File: src/rtl/uart_tx_pkg.sv
// uart_tx_pkg: shared types and helpers for the UART transmit framer.
//   parity_mode_t : encoding of the parity_mode_i control (11 also means none)
//   tx_state_t    : framer FSM states; BREAK exists only when
//                   UART_TX_FRAMER_BREAK_EN is defined
//   bit_time()    : effective clocks per bit for a raw divider value
package uart_tx_pkg;

    typedef enum logic [1:0] {
        PAR_NONE = 2'b00,
        PAR_EVEN = 2'b01,
        PAR_ODD  = 2'b10
    } parity_mode_t;

`ifdef UART_TX_FRAMER_BREAK_EN
    typedef enum logic [2:0] {IDLE, START, DATA, PARITY, STOP, BREAK} tx_state_t;
`else
    typedef enum logic [2:0] {IDLE, START, DATA, PARITY, STOP} tx_state_t;
`endif

    // A divider of zero would stall the bit timer, so it is promoted to one.
    function automatic int unsigned bit_time(input int unsigned div);
        return (div == 0) ? 1 : div;
    endfunction

endpackage

File: src/rtl/uart_tx_fifo.sv
// uart_tx_fifo: synchronous FIFO buffering words ahead of the serialiser.
// Ports:
//   clk, srst      : clock, synchronous active-high reset (pointers only)
//   push, wdata    : write request and data (ignored when full unless popping)
//   pop, rdata     : read request; rdata shows the head entry
//   full, empty    : occupancy flags derived from the pointer registers
module uart_tx_fifo #(
    parameter int DATA_W = 8,
    parameter int DEPTH  = 4
) (
    input  logic              clk,
    input  logic              srst,
    input  logic              push,
    input  logic [DATA_W-1:0] wdata,
    input  logic              pop,
    output logic [DATA_W-1:0] rdata,
    output logic              full,
    output logic              empty
);
    localparam int AW = $clog2(DEPTH);

    // Pointers carry one extra MSB so full and empty are distinguishable.
    logic [AW:0]       wr_ptr;
    logic [AW:0]       rd_ptr;
    logic [DATA_W-1:0] mem [DEPTH];
    logic              do_push;
    logic              do_pop;

    assign empty   = (wr_ptr == rd_ptr);
    assign full    = (wr_ptr[AW] != rd_ptr[AW]) && (wr_ptr[AW-1:0] == rd_ptr[AW-1:0]);
    assign do_pop  = pop && !empty;
    // A simultaneous pop frees a slot, so a push on a full FIFO is still safe.
    assign do_push = push && (!full || do_pop);
    assign rdata   = mem[rd_ptr[AW-1:0]];

    always_ff @(posedge clk) begin
        if (srst) begin
            wr_ptr <= '0;
            rd_ptr <= '0;
        end else begin
            if (do_push) wr_ptr <= wr_ptr + 1'b1;
            if (do_pop)  rd_ptr <= rd_ptr + 1'b1;
        end
    end

    always_ff @(posedge clk) begin
        if (do_push) mem[wr_ptr[AW-1:0]] <= wdata;
    end

endmodule

File: src/rtl/uart_tx_framer.sv
// uart_tx_framer: buffered, run-time configurable UART transmitter.
// Optional feature macro: UART_TX_FRAMER_BREAK_EN (adds break_i line-break control).
// Ports:
//   clk_i, srst_i   : clock, synchronous active-high reset
//   div_i           : clocks per bit (0 behaves as 1), latched at frame start
//   parity_mode_i   : 00 none, 01 even, 10 odd, 11 none; latched at frame start
//   stop2_i         : two stop bits when set; latched at frame start
//   data_i, valid_i : word and its valid; accepted when ready_o is high
//   break_i         : (macro only) hold the line low between frames
//   ready_o         : FIFO has space
//   tx_o            : serial output, idle high, LSB first
//   busy_o          : frame in progress or words queued
//   frame_done_o    : one-cycle pulse after the last stop bit
module uart_tx_framer
    import uart_tx_pkg::*;
#(
    parameter int DATA_W     = 8,
    parameter int FIFO_DEPTH = 4,
    parameter int DIV_W      = 16
) (
    input  logic              clk_i,
    input  logic              srst_i,
    input  logic [DIV_W-1:0]  div_i,
    input  logic [1:0]        parity_mode_i,
    input  logic              stop2_i,
    input  logic [DATA_W-1:0] data_i,
    input  logic              valid_i,
`ifdef UART_TX_FRAMER_BREAK_EN
    input  logic              break_i,
`endif
    output logic              ready_o,
    output logic              tx_o,
    output logic              busy_o,
    output logic              frame_done_o
);
    localparam int BW = $clog2(DATA_W);

    tx_state_t         state;
    logic [DIV_W-1:0]  cnt;
    logic [DIV_W-1:0]  div_q;
    logic [DIV_W-1:0]  div_eff;
    logic [BW-1:0]     bit_idx;
    logic [DATA_W-1:0] shreg;
    logic [DATA_W-1:0] fifo_rdata;
    logic              par_bit;
    logic              par_en;
    logic              stop2_q;
    logic              stop_left;
    logic              tx_q;
    logic              done_q;
    logic              fifo_full;
    logic              fifo_empty;
    logic              push;
    logic              pop;
    logic              bit_end;
`ifdef UART_TX_FRAMER_BREAK_EN
    logic              brk_mark;
`endif

    uart_tx_fifo #(
        .DATA_W (DATA_W),
        .DEPTH  (FIFO_DEPTH)
    ) u_fifo (
        .clk   (clk_i),
        .srst  (srst_i),
        .push  (push),
        .wdata (data_i),
        .pop   (pop),
        .rdata (fifo_rdata),
        .full  (fifo_full),
        .empty (fifo_empty)
    );

    assign push         = valid_i && !fifo_full;
    assign ready_o      = !fifo_full;
    assign busy_o       = (state != IDLE) || !fifo_empty;
    assign tx_o         = tx_q;
    assign frame_done_o = done_q;
    assign bit_end      = (cnt == '0);
    assign div_eff      = DIV_W'(bit_time(32'(div_i)));

    // Pop from IDLE, or directly at the end of the last stop bit so that
    // back-to-back frames have no idle gap between them.
    always_comb begin
        pop = !fifo_empty &&
              ((state == IDLE) || ((state == STOP) && bit_end && !stop_left));
`ifdef UART_TX_FRAMER_BREAK_EN
        if (break_i) pop = 1'b0;
`endif
    end

    always_ff @(posedge clk_i) begin
        if (srst_i) begin
            state     <= IDLE;
            tx_q      <= 1'b1;
            done_q    <= 1'b0;
            cnt       <= '0;
            bit_idx   <= '0;
            stop_left <= 1'b0;
`ifdef UART_TX_FRAMER_BREAK_EN
            brk_mark  <= 1'b0;
`endif
        end else begin
            done_q <= 1'b0;
            case (state)
                IDLE: begin
                    tx_q <= 1'b1;
`ifdef UART_TX_FRAMER_BREAK_EN
                    if (break_i) begin
                        state    <= BREAK;
                        tx_q     <= 1'b0;
                        brk_mark <= 1'b0;
                    end
`endif
                end
                START: begin
                    if (bit_end) begin
                        state   <= DATA;
                        tx_q    <= shreg[0];
                        shreg   <= shreg >> 1;
                        bit_idx <= '0;
                        cnt     <= div_q - 1'b1;
                    end else begin
                        cnt <= cnt - 1'b1;
                    end
                end
                DATA: begin
                    if (bit_end) begin
                        cnt <= div_q - 1'b1;
                        if (bit_idx == BW'(DATA_W - 1)) begin
                            if (par_en) begin
                                state <= PARITY;
                                tx_q  <= par_bit;
                            end else begin
                                state     <= STOP;
                                tx_q      <= 1'b1;
                                stop_left <= stop2_q;
                            end
                        end else begin
                            tx_q    <= shreg[0];
                            shreg   <= shreg >> 1;
                            bit_idx <= bit_idx + 1'b1;
                        end
                    end else begin
                        cnt <= cnt - 1'b1;
                    end
                end
                PARITY: begin
                    if (bit_end) begin
                        state     <= STOP;
                        tx_q      <= 1'b1;
                        stop_left <= stop2_q;
                        cnt       <= div_q - 1'b1;
                    end else begin
                        cnt <= cnt - 1'b1;
                    end
                end
                STOP: begin
                    if (bit_end) begin
                        if (stop_left) begin
                            stop_left <= 1'b0;
                            cnt       <= div_q - 1'b1;
                        end else begin
                            done_q <= 1'b1;
                            state  <= IDLE;
                            tx_q   <= 1'b1;
`ifdef UART_TX_FRAMER_BREAK_EN
                            if (break_i) begin
                                state    <= BREAK;
                                tx_q     <= 1'b0;
                                brk_mark <= 1'b0;
                            end
`endif
                        end
                    end else begin
                        cnt <= cnt - 1'b1;
                    end
                end
`ifdef UART_TX_FRAMER_BREAK_EN
                // Line held low while break_i is high; on release, one full
                // bit time of mark is sent before IDLE may start a new frame.
                BREAK: begin
                    if (!brk_mark) begin
                        tx_q <= 1'b0;
                        if (!break_i) begin
                            brk_mark <= 1'b1;
                            tx_q     <= 1'b1;
                            cnt      <= div_eff - 1'b1;
                        end
                    end else if (bit_end) begin
                        state <= IDLE;
                    end else begin
                        cnt <= cnt - 1'b1;
                    end
                end
`endif
                default: state <= IDLE;
            endcase

            // Frame start overrides the per-state updates above.
            if (pop) begin
                state   <= START;
                tx_q    <= 1'b0;
                div_q   <= div_eff;
                cnt     <= div_eff - 1'b1;
                shreg   <= fifo_rdata;
                par_en  <= (parity_mode_i == PAR_EVEN) || (parity_mode_i == PAR_ODD);
                par_bit <= (parity_mode_i == PAR_ODD) ? ~^fifo_rdata : ^fifo_rdata;
                stop2_q <= stop2_i;
            end
        end
    end

endmodule

File: config.mk
export PLATFORM = sky130hd
export DESIGN_NAME = uart_tx_framer
export DESIGN_NICKNAME = d
export VERILOG_FILES = /design/src/rtl/uart_tx_pkg.sv /design/src/rtl/uart_tx_fifo.sv /design/src/rtl/uart_tx_framer.sv
export SDC_FILE = /design/constraint.sdc
export NUM_CORES = 1
export LEC_CHECK = 0
export ABC_AREA = 1
export CORE_MARGIN = 3
export CORE_UTILIZATION = 59
export CTS_CLUSTER_DIAMETER = 60
export DETAILED_ROUTE_END_ITERATION = 6
export PLACE_DENSITY = 0.89
export SYNTH_ARGS = -nofsm -noshare
export SYNTH_HDL_FRONTEND = slang
export SYNTH_SLANG_ARGS = --single-unit
File: constraint.sdc
create_clock -name clk_i -period 3.2 [get_ports clk_i]
set_input_delay 0.96 -clock clk_i [delete_from_list [all_inputs] [get_ports clk_i]]
set_output_delay 0.96 -clock clk_i [all_outputs]
set_load 0.02 [all_outputs]
=== Yosys cells after proc, flatten, opt, wreduce, memory -nomap -nowiden ===
Memories as Yosys holds them, arrays and structs flattened. A register that Yosys moved wholly into a read port is not among the register bits.
Index checks and enable logic that the tools add are counted.

* Register bits after elaboration: 58
* Bits in writable memories: 32
* Bits of input ports: 30
* Output and inout bits: 4
* Word-level logic and storage cells: 133
* Memories: 1

{| class="wikitable"
|+ Memories
! name !! depth !! width !! read ports !! clocked after Yosys merged registers in !! write ports !! RTL line !! text
|-
| u_fifo.mem || 4 || 8 || 1 || 1 || 1 || uart_tx_fifo.sv:25 || <nowiki>logic [DATA_W-1:0] mem [DEPTH];</nowiki>
|}

* Add/sub/neg operators: 6
* Equal/unequal tests: 27
* Multiplexer cells: 45
* Bitwise gates (word level): 4
* Reductions and logical operators: 36

{| class="wikitable"
|+ Operator list
! kind !! count
|-
| 16-bit 2-to-1 mux || 5
|-
| 16-bit by 1-bit subtractor with 16-bit output (second input constant) || 3
|-
| 16-bit logical NOT || 2
|-
| 8-bit 2-to-1 mux || 4
|-
| 16-bit one-hot mux with 2 select lines || 1
|-
| 3-bit 2-to-1 mux || 10
|-
| 3-bit by 2-bit inequality test with 1-bit output (second input constant) || 7
|-
| 1-bit 2-to-1 mux || 18
|-
| 2-bit inequality test (second input constant) || 8
|-
| 8-bit one-hot mux with 2 select lines || 1
|-
| 3-bit one-hot mux with 5 select lines || 1
|-
| 7-bit AND reduction || 2
|-
| 6-bit AND reduction || 2
|-
| 3-bit nonzero test || 4
|-
| 3-bit by 1-bit adder with 3-bit output (second input constant) || 3
|-
| 8-bit XNOR reduction || 1
|-
| 8-bit parity || 1
|-
| 1-bit logical AND || 7
|-
| 3-bit by 2-bit == test with 1-bit output (second input constant) || 2
|-
| 3-bit == test (second input constant) || 2
|-
| 3-bit one-hot mux with 2 select lines || 1
|-
| 6-bit nonzero test || 1
|-
| 3-bit OR reduction || 2
|-
| 1-bit one-hot mux with 5 select lines || 1
|-
| 19 further kinds || 29
|}

=== Depth between registers and ports, before layout ===
Gate-level depths: netlist of the first run.

* Depth in word-level cells: 10
* Gate-level depth with buffers: 19
* Gate-level depth less buffers: 17

=== Modules after synthesis ===
Synthesis of the first run repeated with hierarchy kept, for this count alone.

* Cells, all modules: 644
* Area, all modules: 5108.6 µm²

{| class="wikitable"
|+ Modules (own cells, without submodules)
! module !! instances !! cells each !! area each (µm²) !! seq. area each (µm²)
|-
| uart_tx_framer || 1 || 502 || 3464.6 || 1311.3
|-
| uart_tx_fifo || 1 || 142 || 1644.1 || 1121.1
|}

=== Worst setup path before layout of the first run ===
No wires, ideal clock.

* Path kind: register to register
* Start point: register cnt[1]
* End point: register div_q[0] (enable)
* Setup time: 399 ps
* Data arrival time: 2241 ps
* Data required time: 2801 ps
* Slack: 560 ps
* Cell stages (with the launch flop): 11
* Path buffers: 3
* Clock period less this slack: 2640 ps
* Path through: dfxtp_1 nor2_1 nand2_2 nor2_8 nand3_4 nand2_4 nand2_2 buf_6 buf_6 buf_2 nor2_1

* Cells in the longest elaborated chain, start to end: 6

{| class="wikitable"
|+ Ends and longest elaborated chain
! item !! RTL line !! text
|-
| start, declared || uart_tx_framer.sv:39 || <nowiki>logic [DIV_W-1:0] cnt;</nowiki>
|-
| start signal, assigned || uart_tx_framer.sv:122 || <nowiki>cnt <= div_q - 1'b1;</nowiki>
|-
| start signal, assigned || uart_tx_framer.sv:124 || <nowiki>cnt <= cnt - 1'b1;</nowiki>
|-
| start signal, assigned || uart_tx_framer.sv:129 || <nowiki>cnt <= div_q - 1'b1;</nowiki>
|-
| 16-bit logical NOT || uart_tx_framer.sv:79 || <nowiki>assign bit_end = (cnt == '0);</nowiki>
|-
| 1-bit logical AND (2 in series) || uart_tx_framer.sv:86 || <nowiki>((state == IDLE) || ((state == STOP) && bit_end && !stop_left));</nowiki>
|-
| 1-bit logical OR || uart_tx_framer.sv:86 ||
|-
| 1-bit logical AND || uart_tx_framer.sv:85 || <nowiki>pop = !fifo_empty &&</nowiki>
|-
| 2-bit AND reduction (no line) || - ||
|-
| end signal, assigned || uart_tx_framer.sv:204 || <nowiki>div_q <= div_eff;</nowiki>
|-
| end, declared || uart_tx_framer.sv:40 || <nowiki>logic [DIV_W-1:0] div_q;</nowiki>
|}

Every way passes these cells.
A chain may end at the register's enable or synchronous reset.

=== Worst setup path in the final report of the first run ===
* Start point: register u_fifo.rd_ptr[2]
* End point: output port ready_o

* Cells in the longest elaborated chain, start to end: 3

{| class="wikitable"
|+ Ends and longest elaborated chain
! item !! RTL line !! text
|-
| start, declared || uart_tx_fifo.sv:24 || <nowiki>logic [AW:0] rd_ptr;</nowiki>
|-
| start signal, assigned || uart_tx_fifo.sv:42 || <nowiki>if (do_pop) rd_ptr <= rd_ptr + 1'b1;</nowiki>
|-
| 1-bit inequality test || uart_tx_fifo.sv:30 || <nowiki>assign full = (wr_ptr[AW] != rd_ptr[AW]) && (wr_ptr[AW-1:0] == rd_ptr[AW-1:0]);</nowiki>
|-
| 1-bit logical AND || uart_tx_fifo.sv:30 ||
|-
| 1-bit logical NOT || uart_tx_framer.sv:75 || <nowiki>assign ready_o = !fifo_full;</nowiki>
|-
| end, declared || uart_tx_framer.sv:31 || <nowiki>output logic ready_o,</nowiki>
|}

Every way passes these cells.

==> flow_summary.toml, run 1 <==
[status]
status = "completed"

[job]
maxCapViolations = 0

[global_route]
grt_antenna_before_repair = 0
grt_overflow = 0
grt_max_degree = 33
grt_use_met2 = 0.379
track_usage = 0.239
grt_pass1_vias = 3929
use_met1 = 0.331
met3_usage = 0.0529
grt-busiest-layer = "met2"
grt_pass1_wl_um = 18600

[setup_path]
rr_worst_depth = 17
required_ps = 2240
cp_max_fo = 3
crit_type = "register to output pin"
cp.arrival_ps = 2010
endpoint_kind = "output pin"
critPathLaunchType = "register"

[cts]
cts_tree = "built"
cts_buffers = 9
insertion_delay_ps = 380
postCtsSetupBuffers = 0
path_clk_slew_ps = 110
cts_sinks = 92
cts_hold_buf = 0
cts_buffer_depth = 2
cts_resized = 0
cts_root_buf = "clkbuf_8"
cts.htree.levels = 3

[place]
numPortBuffers = 33
dp_hpwl_um = 7890
gp_congestion = 0.951

[sta]
max_freq_ghz = 0.337
skew_ps = 14.4
fin_crit_sh = 0.928
worstMarginPinSlew_ps = 520
min_period_ps = 2970
slew_headroom = 0.653
timing.setup.tns_ps = 0
slew_violations = 0
grt_setup_unrepaired = "no"
final-hold-violation-count = 0
timing.hold.ws_ps = 477
final-setup-viol-count = 0

[final_layout]
seqCellArea_mm2 = 0.00243
area_delta_synth_final_pct = 12.1
multi_input_area_mm2 = 0.00209
fillers = 612
drive_above_1_share = 0.0892
n_antenna_cell = 0
post-route-util = 0.702
fin_nets = 684

[routing]
drt_first_pass_iters = 4
ant_nets = 0
drt-initial-drc-count = 268
drt_wl_total_um = 11100
vias = 4131
wl_per_cell_um = 14.7
viasPerCell = 5.49
drc = 0

[synth]
synth_async_sr_flop_share = 0
ys.warnings.count = 0
ys_seq_area_frac = 0.488
synth-edff-count = 59
synth.cell_area_mm2 = 0.00499
synth_nets = 661
synth_cells = 622
avgSynthCellArea_um2 = 8.02
yosysUniqueCellTypes = 41
ys_ff_latch = 92
synthFlopType = "edfxtp_1"

[floorplan]
die_area_mm2 = 0.00959
core-area_mm2 = 0.00797
start_util = 0.626
fp-row-count = 32
die_h_um = 97.9
pin_count = 34
fp.dieW_um = 97.9

[pwr]
power_frac_seq = 0.301
switching_share = 0.487
leakage_nw = 2.43
clkPwrFrac = 0.135
powerDensity_mw_per_mm2 = 1060
ir_drop_mv = 0.575
finalPower_mw = 5.92
power_report.internal_total_mw = 3.04
switchingPower_mw = 2.89
p_comb_frac = 0.564

[hold_path]
hold_class = "register to register"
min_delay_path_depth = 2
per-layer routing:
metal	routed length [µm]	vias up
met5	0	-
met4	178	0
met3	928	20
met2	5120	175
met1	4850	1879
li1	-	2057
metrics by stage:
| stage | worst slack [ps] | std cells | instance area, µm² |
|---|---|---|---|
| finish | 232 | 752 | 5590 |
| global placement | 213 | 736 | 5380 |
| detailed placement | 107 | 736 | 5380 |
| CTS | 243 | 752 | 5590 |
| floorplan | 560 | 622 | 4990 |
| global route | 189 | 752 | 5590 |
placed cells by master (no fill, tap or decap), types with 2 or more instances in the layout:
| cell type | synthesis | routed |
|---|---|---|
| nand2_1 | 151 | 151 |
| inv_1 | 74 | 74 |
| nor2_1 | 72 | 71 |
| edfxtp_1 | 59 | 59 |
| nand3_1 | 50 | 50 |
| o21ai_0 | 46 | 46 |
| dfxtp_1 | 33 | 33 |
| clkdlybuf4s50_1 | 0 | 33 |
| a21oi_1 | 16 | 16 |
| buf_4 | 1 | 13 |
| ha_1 | 9 | 9 |
| clkbuf_8 | 0 | 9 |
| nor2_2 | 7 | 8 |
| xnor2_1 | 7 | 7 |
| nand2_2 | 6 | 6 |
| nand4_1 | 5 | 5 |
| xor2_1 | 5 | 5 |
| a31oi_1 | 5 | 5 |
| o22a_1 | 4 | 4 |
| o22ai_1 | 4 | 4 |
| a211oi_1 | 4 | 4 |
| nor2_4 | 3 | 3 |
| nor3_1 | 3 | 3 |
| o21ai_1 | 3 | 3 |
| inv_8 | 0 | 3 |
| inv_2 | 2 | 2 |
| nand2_4 | 2 | 2 |
| o21ai_2 | 2 | 2 |
| or2_1 | 2 | 2 |
| o21a_1 | 2 | 2 |
| clkinv_8 | 0 | 2 |
cell type report:
type / count / share of cell area
Clock buffer: 9 / 0.0222
Timing Repair Buffer: 47 / 0.0801
Tap cell: 102 / 0.0228
Multi-Input combinational cell: 418 / 0.373
Inverter: 77 / 0.0517
Clock inverter: 7 / 0.0150
Sequential cell: 92 / 0.435
final timing paths:
check | start | end | slack [ps]
hold / removal | bit_idx[1] | bit_idx[1] | 480
setup / recovery | u_fifo.rd_ptr[2] | ready_o | 230
setup reg to reg | cnt[0] | cnt[15] | 560
hold reg to reg | bit_idx[1] | bit_idx[1] | 480
power groups by stage:
stage | combinational [mW] | clock (mW) | sequential [mW]
global route | 3.73 | 0.868 | 1.81
CTS | 3.29 | 0.812 | 1.78
detailed placement | 3.26 | 0 | 1.80
floorplan | 2.61 | 0 | 1.77
finish | 3.34 | 0.799 | 1.79
global placement | 3.19 | 0 | 1.79
cells by family (layout without fill, tap and decap cells):
family | after synthesis | in the layout | share of synthesized area
fa+ha+maj | 9 | 9 | 0.0226
compound gates | 89 | 89 | 0.101
simple gates | 308 | 308 | 0.273
buf+inv | 112 | 140 | 0.0944
xor+xnor | 12 | 12 | 0.0211
flops | 92 | 92 | 0.488
synthesized netlist by cell type (5+ instances only):
cell type | count | share of area
a21oi_1 | 16 | 0.016
a31oi_1 | 5 | 0.0063
buf_2 | 7 | 0.0070
buf_6 | 5 | 0.011
clkbuf_1 | 22 | 0.017
dfxtp_1 | 33 | 0.13
edfxtp_1 | 59 | 0.36
ha_1 | 9 | 0.023
inv_1 | 74 | 0.056
nand2_1 | 151 | 0.11
nand2_2 | 6 | 0.0075
nand3_1 | 50 | 0.050
nand4_1 | 5 | 0.0063
nor2_1 | 72 | 0.054
nor2_2 | 7 | 0.0088
o21ai_0 | 46 | 0.046
xnor2_1 | 7 | 0.012
xor2_1 | 5 | 0.0088
sequential cells by signal, indices dropped and copies added, names as in the netlist, named ones only:
name	count
cnt	16
par_bit	1
div_q	16
state	3
stop2_q	1
frame_done_o	1
bit_idx	3
u_fifo.wr_ptr	3
tx_o	1
u_fifo.mem	32
par_en	1
shreg	8
stop_left	1
u_fifo.rd_ptr	3
worst max-delay path, stage by stage (launching register included):
cell             delay [ps]
dfxtp_1                 350
xnor2_1                 390
nand3b_1                250
clkdlybuf4s50_1         640
No activity file was read; power rests on OpenSTA's default activity.
==> run 2: changes to the inputs <==
Settings changed: GPL_ROUTABILITY_DRIVEN set to 0.
==> flow_summary.toml, run 2 (synthesis results as in run 1) <==
[status]
status = "completed"

[routing]
ant_nets = 0
viasPerCell = 5.67
vias = 4276
drt_wl_total_um = 11600
drt_first_pass_iters = 6
wl_per_cell_um = 15.4
drt-initial-drc-count = 347
drc = 0

[cts]
cts_resized = 0
cts_tree = "built"
insertion_delay_ps = 370
cts_sinks = 92
cts.htree.levels = 3
cts_hold_buf = 0
path_clk_slew_ps = 100
cts_buffers = 9
cts_buffer_depth = 2
cts_root_buf = "clkbuf_8"
postCtsSetupBuffers = 0

[global_route]
grt_antenna_before_repair = 0
grt_pass1_vias = 4128
grt_max_degree = 33
grt_pass1_wl_um = 19300
met3_usage = 0.0629
use_met1 = 0.321
grt_overflow = 0
track_usage = 0.249
grt_use_met2 = 0.416
grt-busiest-layer = "met2"

[final_layout]
multi_input_area_mm2 = 0.00209
largest_register_ffs = 32
fin_nets = 686
final_cell_mix = "nand2_1 (151), inv_1 (74), nor2_1 (71), edfxtp_1 (59), nand3_1 (50)"
area_delta_synth_final_pct = 12.1
seqCellArea_mm2 = 0.00243
drive_above_1_share = 0.0905
n_antenna_cell = 0
final_common_cell = "nand2_1"
fillers = 595

[job]
maxCapViolations = 0

[pwr]
power_report.internal_total_mw = 3.04
powerDensity_mw_per_mm2 = 1060
power_frac_seq = 0.300
p_comb_frac = 0.570
switching_share = 0.488
switchingPower_mw = 2.90
leakage_nw = 2.43
clkPwrFrac = 0.130
finalPower_mw = 5.95
ir_drop_mv = 0.520

[setup_path]
critPathLaunchType = "register"
cp.arrival_ps = 1950
slowest_stage = "clkdlybuf4s50_1"
critPathLaunch = "u_fifo.rd_ptr[2]"
required_ps = 2240
worstPathCellList = "xnor2_1 -> nand3b_1 -> clkdlybuf4s50_1"
crit_type = "register to output pin"
slowest_delay_ps = 640
endpoint_kind = "output pin"
cp_max_fo = 3
timing.rr.start = "u_fifo.wr_ptr[1]"

[sta]
worstMarginPinSlew_ps = 493
slew_headroom = 0.671
fin_crit_sh = 0.911
slew_violations = 0
final-setup-viol-count = 0
max_freq_ghz = 0.343
skew_ps = 13.9
min_period_ps = 2910
timing.setup.tns_ps = 0
grt_setup_unrepaired = "no"
final-hold-violation-count = 0

[hold_path]
hold_path.startpoint = "bit_idx[1]"
hold_class = "register to register"

[floorplan]
fp.dieW_um = 97.9
pin_count = 34
fp-row-count = 32
die_h_um = 97.9
die_area_mm2 = 0.00959
start_util = 0.626
core-area_mm2 = 0.00797

[place]
dp_hpwl_um = 8260
numPortBuffers = 33
[run 2: layout make-up]
class	instances	area share
clock inverter	7	0.0123
clock buffer	9	0.0222
timing repair buffer	49	0.0828
sequential	92	0.435
tap	102	0.0228
multi-input combinational	418	0.373
inverter	77	0.0517
[run 2: final timing paths]
kind	to	slack, ps	cells past startpoint
max	ready_o	290	3
min	bit_idx[1]	480	2
max reg2reg	cnt[12]	460	13
min reg2reg	bit_idx[1]	480	2
[run 2: metal layers]
metal / vias to the layer above / routed length, µm
li1: 2069 / -
met1: 1962 / 4730
met2: 220 / 5580
met3: 25 / 1040
met4: 0 / 232
met5: - / 0
[run 2: critical path: cells and delay by family (launching register included)]
| family | cells | cell delay (ps) |
|---|---|---|
| xor+xnor | 1 | 370 |
| buf+inv | 1 | 640 |
| flops | 1 | 350 |
| simple gates | 1 | 230 |
[run 2: power by group through the flow]
stage          Combinational (mW)  Sequential, mW  Clock, mW
2_1_floorplan                2.61            1.77          0
3_5_place_dp                 3.30            1.80          0
5_1_grt                      3.81            1.81      0.839
3_3_place_gp                 3.19            1.79          0
6_report                     3.39            1.78      0.772
4_1_cts                      3.34            1.78      0.779
[run 2: per-stage QoR]
| stage | setup slack (ps) | instance area, µm² | instances | hold slack [ps] | util |
|---|---|---|---|---|---|
| final | 286 | 5590 | 754 | 481 | 0.702 |
| after global routing | 203 | 5590 | 754 | 507 | 0.702 |
| after CTS | 284 | 5590 | 754 | 489 | 0.702 |
| after detailed placement | 173 | 5400 | 738 | 473 | 0.677 |
| after global placement | 228 | 5400 | 738 | 453 | 0.677 |
| after floorplan | 560 | 4990 | 622 | 443 | - |
==> run 3: changes to the inputs <==
Settings changed: CTS_BUF_LIST set to sky130_fd_sc_hd__clkbuf_4 sky130_fd_sc_hd__clkbuf_8 sky130_fd_sc_hd__clkbuf_16.
==> results of run 3 <==
Final layout, timing and power as in run 2 (identical DEF).
